### src/rtl/access_control.sv
// access_control: password gate in front of the game datapath.
// The user keys a DIGITS-nibble code one nibble per button_pulse; each nibble
// is checked against a code held in an external synchronous ROM (address/q).
// A correct code grants access (green_led, ld1/ld2 pass through); a wrong
// code lights red_led and entry restarts from nibble 0.
// Optional build macro: ACCESS_LOCKOUT_EN -- after MAX_FAILS consecutive
// failed attempts the gate locks (red_led held) until rst.
module access_control #(
    parameter int DIGITS    = 4,
    parameter int BASE_ADDR = 0,
    parameter int ROM_LAT   = 2,
    parameter int MAX_FAILS = 3
) (
    input  logic       clk,
    input  logic       rst,
    input  logic       button_pulse,
    input  logic [3:0] toggle_switch,
    input  logic       ld1,
    input  logic       ld2,
    output logic       red_led,
    output logic       green_led,
    output logic       ld1_out,
    output logic       ld2_out,
    output logic [3:0] address,
    input  logic [3:0] q
);

    // Reject parameter sets the address/counter widths cannot represent.
    generate
        if (DIGITS < 1 || DIGITS > 16 || BASE_ADDR < 0 ||
            BASE_ADDR + DIGITS - 1 > 15 || ROM_LAT < 1 || MAX_FAILS < 1) begin : g_bad_param
            $error("access_control: illegal parameter combination");
        end
    endgenerate

    localparam int          CW       = (ROM_LAT > 1) ? $clog2(ROM_LAT) : 1;
    localparam logic [CW-1:0] CNT_LAST = CW'(ROM_LAT - 1);
    localparam logic [3:0]  IDX_LAST = 4'(DIGITS - 1);
    localparam logic [3:0]  BASE     = 4'(BASE_ADDR);

    typedef enum logic [1:0] {
        FETCH      = 2'd0,
        WAIT_PRESS = 2'd1,
        GRANT      = 2'd2,
        LOCKED     = 2'd3
    } state_t;

    state_t        state, state_n;
    logic [CW-1:0] cnt;
    logic [3:0]    idx;
    logic          err;
    logic          granted;

    // Decoded events for the current cycle.
    logic press_acc;     // press taken in WAIT_PRESS
    logic mismatch;
    logic last;          // current nibble is the final one
    logic attempt_bad;   // any wrong nibble so far including this one
    logic attempt_ok;
    logic attempt_fail;
    logic lock_hit;      // this failure exhausts the retry budget

`ifdef ACCESS_LOCKOUT_EN
    localparam int FW = $clog2(MAX_FAILS + 1);
    logic [FW-1:0] fails;
    logic [FW-1:0] fails_inc;
    assign fails_inc = fails + FW'(1);
    assign lock_hit  = attempt_fail && (fails_inc >= FW'(MAX_FAILS));

    // Consecutive-failure counter; a grant clears it.
    always_ff @(posedge clk) begin
        if (rst)
            fails <= '0;
        else if (attempt_ok)
            fails <= '0;
        else if (attempt_fail)
            fails <= fails_inc;
    end
`else
    assign lock_hit = 1'b0;
`endif

    // State register.
    always_ff @(posedge clk) begin
        if (rst)
            state <= FETCH;
        else
            state <= state_n;
    end

    // Next-state logic: FETCH waits out ROM latency, WAIT_PRESS consumes one press.
    always_comb begin
        state_n = state;
        unique case (state)
            FETCH:
                if (cnt == CNT_LAST)
                    state_n = WAIT_PRESS;
            WAIT_PRESS:
                if (press_acc) begin
                    if (!last)
                        state_n = FETCH;
                    else if (attempt_ok)
                        state_n = GRANT;
                    else if (lock_hit)
                        state_n = LOCKED;
                    else
                        state_n = FETCH;
                end
            GRANT:   state_n = GRANT;
            LOCKED:  state_n = LOCKED;
            default: state_n = FETCH;
        endcase
    end

    // Output/decode logic: press evaluation, grant indicators and load gating.
    always_comb begin
        press_acc    = (state == WAIT_PRESS) && button_pulse;
        mismatch     = (toggle_switch != q);
        last         = (idx == IDX_LAST);
        attempt_bad  = err | mismatch;
        attempt_ok   = press_acc && last && !attempt_bad;
        attempt_fail = press_acc && last && attempt_bad;
        granted      = (state == GRANT);
        green_led    = granted;
        ld1_out      = ld1 & granted;
        ld2_out      = ld2 & granted;
    end

    // Entry datapath: latency counter, nibble index, sticky error, ROM address, red LED.
    always_ff @(posedge clk) begin
        if (rst) begin
            cnt     <= '0;
            idx     <= '0;
            err     <= 1'b0;
            address <= BASE;
            red_led <= 1'b0;
        end else begin
            cnt <= (state == FETCH && cnt != CNT_LAST) ? cnt + CW'(1) : '0;
            if (press_acc) begin
                // Any accepted press clears red; only a failing final press sets it.
                red_led <= attempt_fail;
                if (!last) begin
                    idx     <= idx + 4'd1;
                    err     <= attempt_bad;
                    address <= BASE + idx + 4'd1;
                end else if (attempt_bad) begin
                    idx     <= '0;
                    err     <= 1'b0;
                    address <= BASE;
                end
                // On success idx/address hold their final values for GRANT.
            end
        end
    end

endmodule

### config.mk
export PLATFORM = sky130hd
export DESIGN_NAME = access_control
export DESIGN_NICKNAME = d
export VERILOG_FILES = /design/src/rtl/access_control.sv
export SDC_FILE = /design/constraint.sdc
export NUM_CORES = 1
export LEC_CHECK = 0
export ABC_AREA = 1
export CAP_MARGIN = 15
export CORE_AREA = 2 2 41 43
export DETAILED_ROUTE_END_ITERATION = 8
export DIE_AREA = 0 0 43 45
export PLACE_DENSITY = 0.74
export SLEW_MARGIN = 20
export SYNTH_ARGS = -nofsm -noshare
export SYNTH_HDL_FRONTEND = slang
export SYNTH_SLANG_ARGS = --single-unit
### constraint.sdc
create_clock -name clk -period 1.3 [get_ports clk]
set_input_delay 0.195 -clock clk [delete_from_list [all_inputs] [get_ports clk]]
set_output_delay 0.195 -clock clk [all_outputs]
set_load 0.1 [all_outputs]
; Yosys cells after proc, flatten, opt, wreduce, memory -nomap -nowiden
; Cells that the tools add are included.
[classes]
addsub = 2
eq_ne = 8
mux = 9
bitwise = 5
n_reduce_logical = 10
[op_table]
columns = cell, n
row1 = two-way mux 2 bit, 4
row2 = two-way mux 4 bit, 2
row3 = one-hot mux 2 bit (4 select lines), 1
row4 = logical AND 1 bit, 5
row5 = adder 4 x 1 -> 4 bit (second input constant), 1
row6 = equality test 2 bit (second input constant), 2
row7 = equality test 4 x 2 -> 1 bit (second input constant), 1
row8 = != test 2 bit (second input constant), 2
row9 = != test 4 bit, 1
row10 = AND reduction 2 bit, 2
row11 = bitwise AND 1 bit, 2
row12 = equality test 2 x 1 -> 1 bit (second input constant), 1
row13 = logical NOT 2 bit, 1
row14 = two-way mux 1 bit, 2
row15 = != test 2 x 1 -> 1 bit (second input constant), 1
row16 = inverter 1 bit, 2
row17 = OR reduction 2 bit, 1
row18 = adder 1 bit (second input constant), 1
row19 = logical NOT 1 bit, 1
row20 = bitwise OR 1 bit, 1
[totals]
register_bits = 9
inputBits = 13
output_inout_bits = 8
elab_cells = 39

; Longest topological paths before layout
[logic_depth]
word_depth = 8
depth_mapped = 10
ltp_nobuf = 10

; Worst setup path after synthesis
; OpenSTA, ideal clock, no wires.
[synth_timing]
kind = reg-to-output
from = register state[0]
to = output port ld1_out
arrival_ns = 1.975
required_time_ns = 1.105
slack_ns = -0.870
path_stages_with_launch = 5
path_buffers = 0
cell_sequence = dfxtp_1 > inv_1 > ha_1 > nand2_1 > inv_1
[synth_between]
elab_chain_cells = 2
[synth_rtl]
columns = element, line_no
row1 = start: declaration, 48  ; state_t state, state_n;
row2 = start signal: assignment, 88  ; state <= state_n;
row3 = equality test 2 bit, 123  ; granted = (state == GRANT);
row4 = named net green_led, 21  ; output logic green_led,
row5 = bitwise AND 1 bit, 125  ; ld1_out = ld1 & granted;
row6 = end: declaration, 22  ; output logic ld1_out,
; The timed path passes the listed nets, and every way through them passes these cells.

; Final worst setup path
[layout_timing]
from = register state[1]
to = output port ld1_out
[layout_between]
elab_chain_cells = 2
[layout_rtl]
columns = element, line_no
row1 = equality test 2 bit, 123
row2 = bitwise AND 1 bit, 125
; No other way between the ends.

==> reports/qor.yml <==
worst_setup_path:
  cp.arrival_ps: 1200
  reg2reg_from: "state[1]$_SDFFE_PP0P_"
  critPathKind: "flop to output pin"
  r2r-end: "state[1]$_SDFFE_PP0P_"
  crit_start: "state[1]$_SDFFE_PP0P_"
  crit_end: "ld1_out"
  rrSetupSlack_ps: 10
  start_kind: "flop"
  end_kind: "output pin"
  r2r_cells: 8
  crit_required_ps: 1110
  cp_max_fo: 4
sta:
  rsz0062_at_grt: "yes"
  period_minus_slack_ps: 1400
  max_slew.worst_pin.slew_ps: 314
  final.setup.worst_slack_ps: -99.3
  fin_worst_skew_ps: 1.98
  fmaxAchievable_mhz: 715
  fin_crit_sh_pct: 108
  tns_ps: -278
  maxSlewViolCount: 0
  whs_ps: 429
  relSlewSlack_pct: 78.9
  hold_violations: 0
  setup_viol_count_final: 3
worst_hold_path:
  holdCritStartpoint: "cnt$_SDFF_PP0_"
  hp-class: "flop to flop"
layout:
  synthToLayoutAreaGrowth_pct: 81.9
  drive_gt1_share_pct: 40.0
  layout.cells.non_filler: 141
  fillers: 110
  layout.nets: 145
  antenna_cells: 0
  design_area_mm2: 0.00111
synthesis:
  syn-num-nets: 109
  yosys-top-cells-area: "dfxtp_1 30%, ha_1 12%, nand2_1 12%, inv_1 11%, a21oi_1 4.9%"
  ys_seq_elements: 9
  ys_types: 21
  yosysTopAreaCell: "dfxtp_1"
  post-synth-top-area-fraction_pct: 29.6
  syn_avg_cell_area_um2: 6.77
  synth.cell_area_um2: 609
  yosys_warnings: 0
  yosysSeqAreaShare_pct: 29.6
  syn_inst: 90
floorplanning:
  fp-row-count: 14
  die_h_um: 45
  die_area_mm2: 0.00194
  boundaryPins: 21
  start_util_pct: 41.4
  die_width_um: 43
  core_mm2: 0.00147
global_route:
  gr-total-overflow: 0
  grt_pass1_vias: 596
  track_usage_pct: 17.3
  grt_pass1_wl_mm: 2.39
  grt_max_degree: 6
  antenna_found_initial: 0
status:
  status: "complete, but fails checks"
  violations: "negative setup slack"
drt:
  drc_errors: 0
  wl_per_cell_um: 11.5
  via_per_inst: 4.66
  drt_iter0_drc: 7
  vias: 657
  firstDrtPassIters: 3
  ant_nets: 0
  drt_wl_total_mm: 1.62
pwr:
  ir_drop_mv: 1.13
  p_total_mw: 1.69
  p_per_area_mw_per_mm2: 1530
  leakagePower_nw: 0.527
job:
  cap_violations: 0
clock_tree:
  cts_tree: "done"
  hold_buffers: 0
  clock_sinks: 9
  h-tree-depth: 1
  clk_latency_ps: 260
  cts_buffer_depth: 2
  cts.reportedPaths.clkPinSlew_ps: 60
  cts_root_buffer: "clkbuf_4"
  cts_made_buffers: 3
place:
  hpwl_mm: 1.26
  dpl.cell_count: 131
  gp_congestion: 0.801
  io_buffers: 20
  placed_area_um2: 998
[cells in the mapped netlist, drive strengths merged]
library cell / number
a21oi: 6
clkinv: 1
dfxtp: 9
ha: 6
inv: 20
nand2: 23
nand3: 5
nand3b: 1
nand4: 2
nor2: 9
nor3: 1
o2111ai: 1
o21ai: 2
o22ai: 1
xnor2: 2
xor2: 1
[worst min-delay path by stage]
stage	to	cells past startpoint	slack [ps]
finish	cnt$_SDFF_PP0_	1	430
global placement	cnt$_SDFF_PP0_	1	410
detailed placement	cnt$_SDFF_PP0_	1	430
global route	cnt$_SDFF_PP0_	1	450
CTS	cnt$_SDFF_PP0_	1	430
floorplan	idx[2]$_SDFFE_PP0P_	1	250
[per-stage QoR]
step / util (%) / worst slack (ps)
after global placement: 67.9 / -173
final: 75.3 / -99.3
after CTS: 72.2 / -93.5
after detailed placement: 67.9 / -219
after floorplan: - / -94.0
after global routing: 75.3 / -134
[where the power goes]
group	switching (mW)	internal, mW	total (mW)	leakage [nW]
clock network	0.102	0.119	0.221	0.0150
registers	0.0734	0.354	0.428	0.0770
logic	0.611	0.433	1.04	0.435
total	0.787	0.906	1.69	0.527
[worst max-delay path: stages (launching register included)]
cell and delay (ps):
dfxtp_2 330, buf_6 120, ha_4 170, nand2_4 60
clkinvlp_4 80, buf_12 170
[layer usage]
layer	vias up	GRT usage [%]	wire (µm)
met5	-	0	0
met4	0	10.9	10
met3	2	5.20	68
met2	10	30.0	865
met1	299	18.6	677
li1	346	-	-
[cells in the final DEF, fill, tap and decap left out, types with 5 or more instances in the layout]
cell type	count
a21oi_1	5
buf_12	8
buf_4	10
clkdlybuf4s50_1	10
inv_1	15
nand2_1	16
nand2_2	5
nor2_1	6
[layout make-up]
cell class	instances	area, µm²	share of cell area (%)
Sequential cell	9	195	17.6
Timing Repair Buffer	31	372	33.5
Multi-Input combinational cell	60	408	36.8
Tap cell	16	20.0	1.81
Clock buffer	4	26.3	2.37
Inverter	21	87.6	7.90
[sequential cells by signal (all words and copies together), names as in the netlist]
name,flops
cnt,1
state,2
red_led,1
err,1
idx,4
[kinds of logic (layout without fill, tap and decap cells)]
family / Yosys count / count (layout) / synth area share [%]
DFF: 9 / 9 / 29.6
adders and majority gates: 6 / 6 / 12.3
AOI/OAI and AO/OA: 10 / 10 / 9.04
xor gates and xnor gates: 3 / 3 / 4.31
buffers and inverters: 21 / 56 / 13.1
and+or+nand+nor: 41 / 41 / 31.6
[timing repair]
| action | in CTS | in global routing |
|---|---|---|
| pin swaps | 2 | 8 |
| setup endpoints to repair | 2 | 9 |
| gates resized for setup | 4 | 8 |
| setup buffers | 3 | 3 |
| endpoints found under the hold margin | 0 | 0 |
No activity file was read; power rests on OpenSTA's default activity.
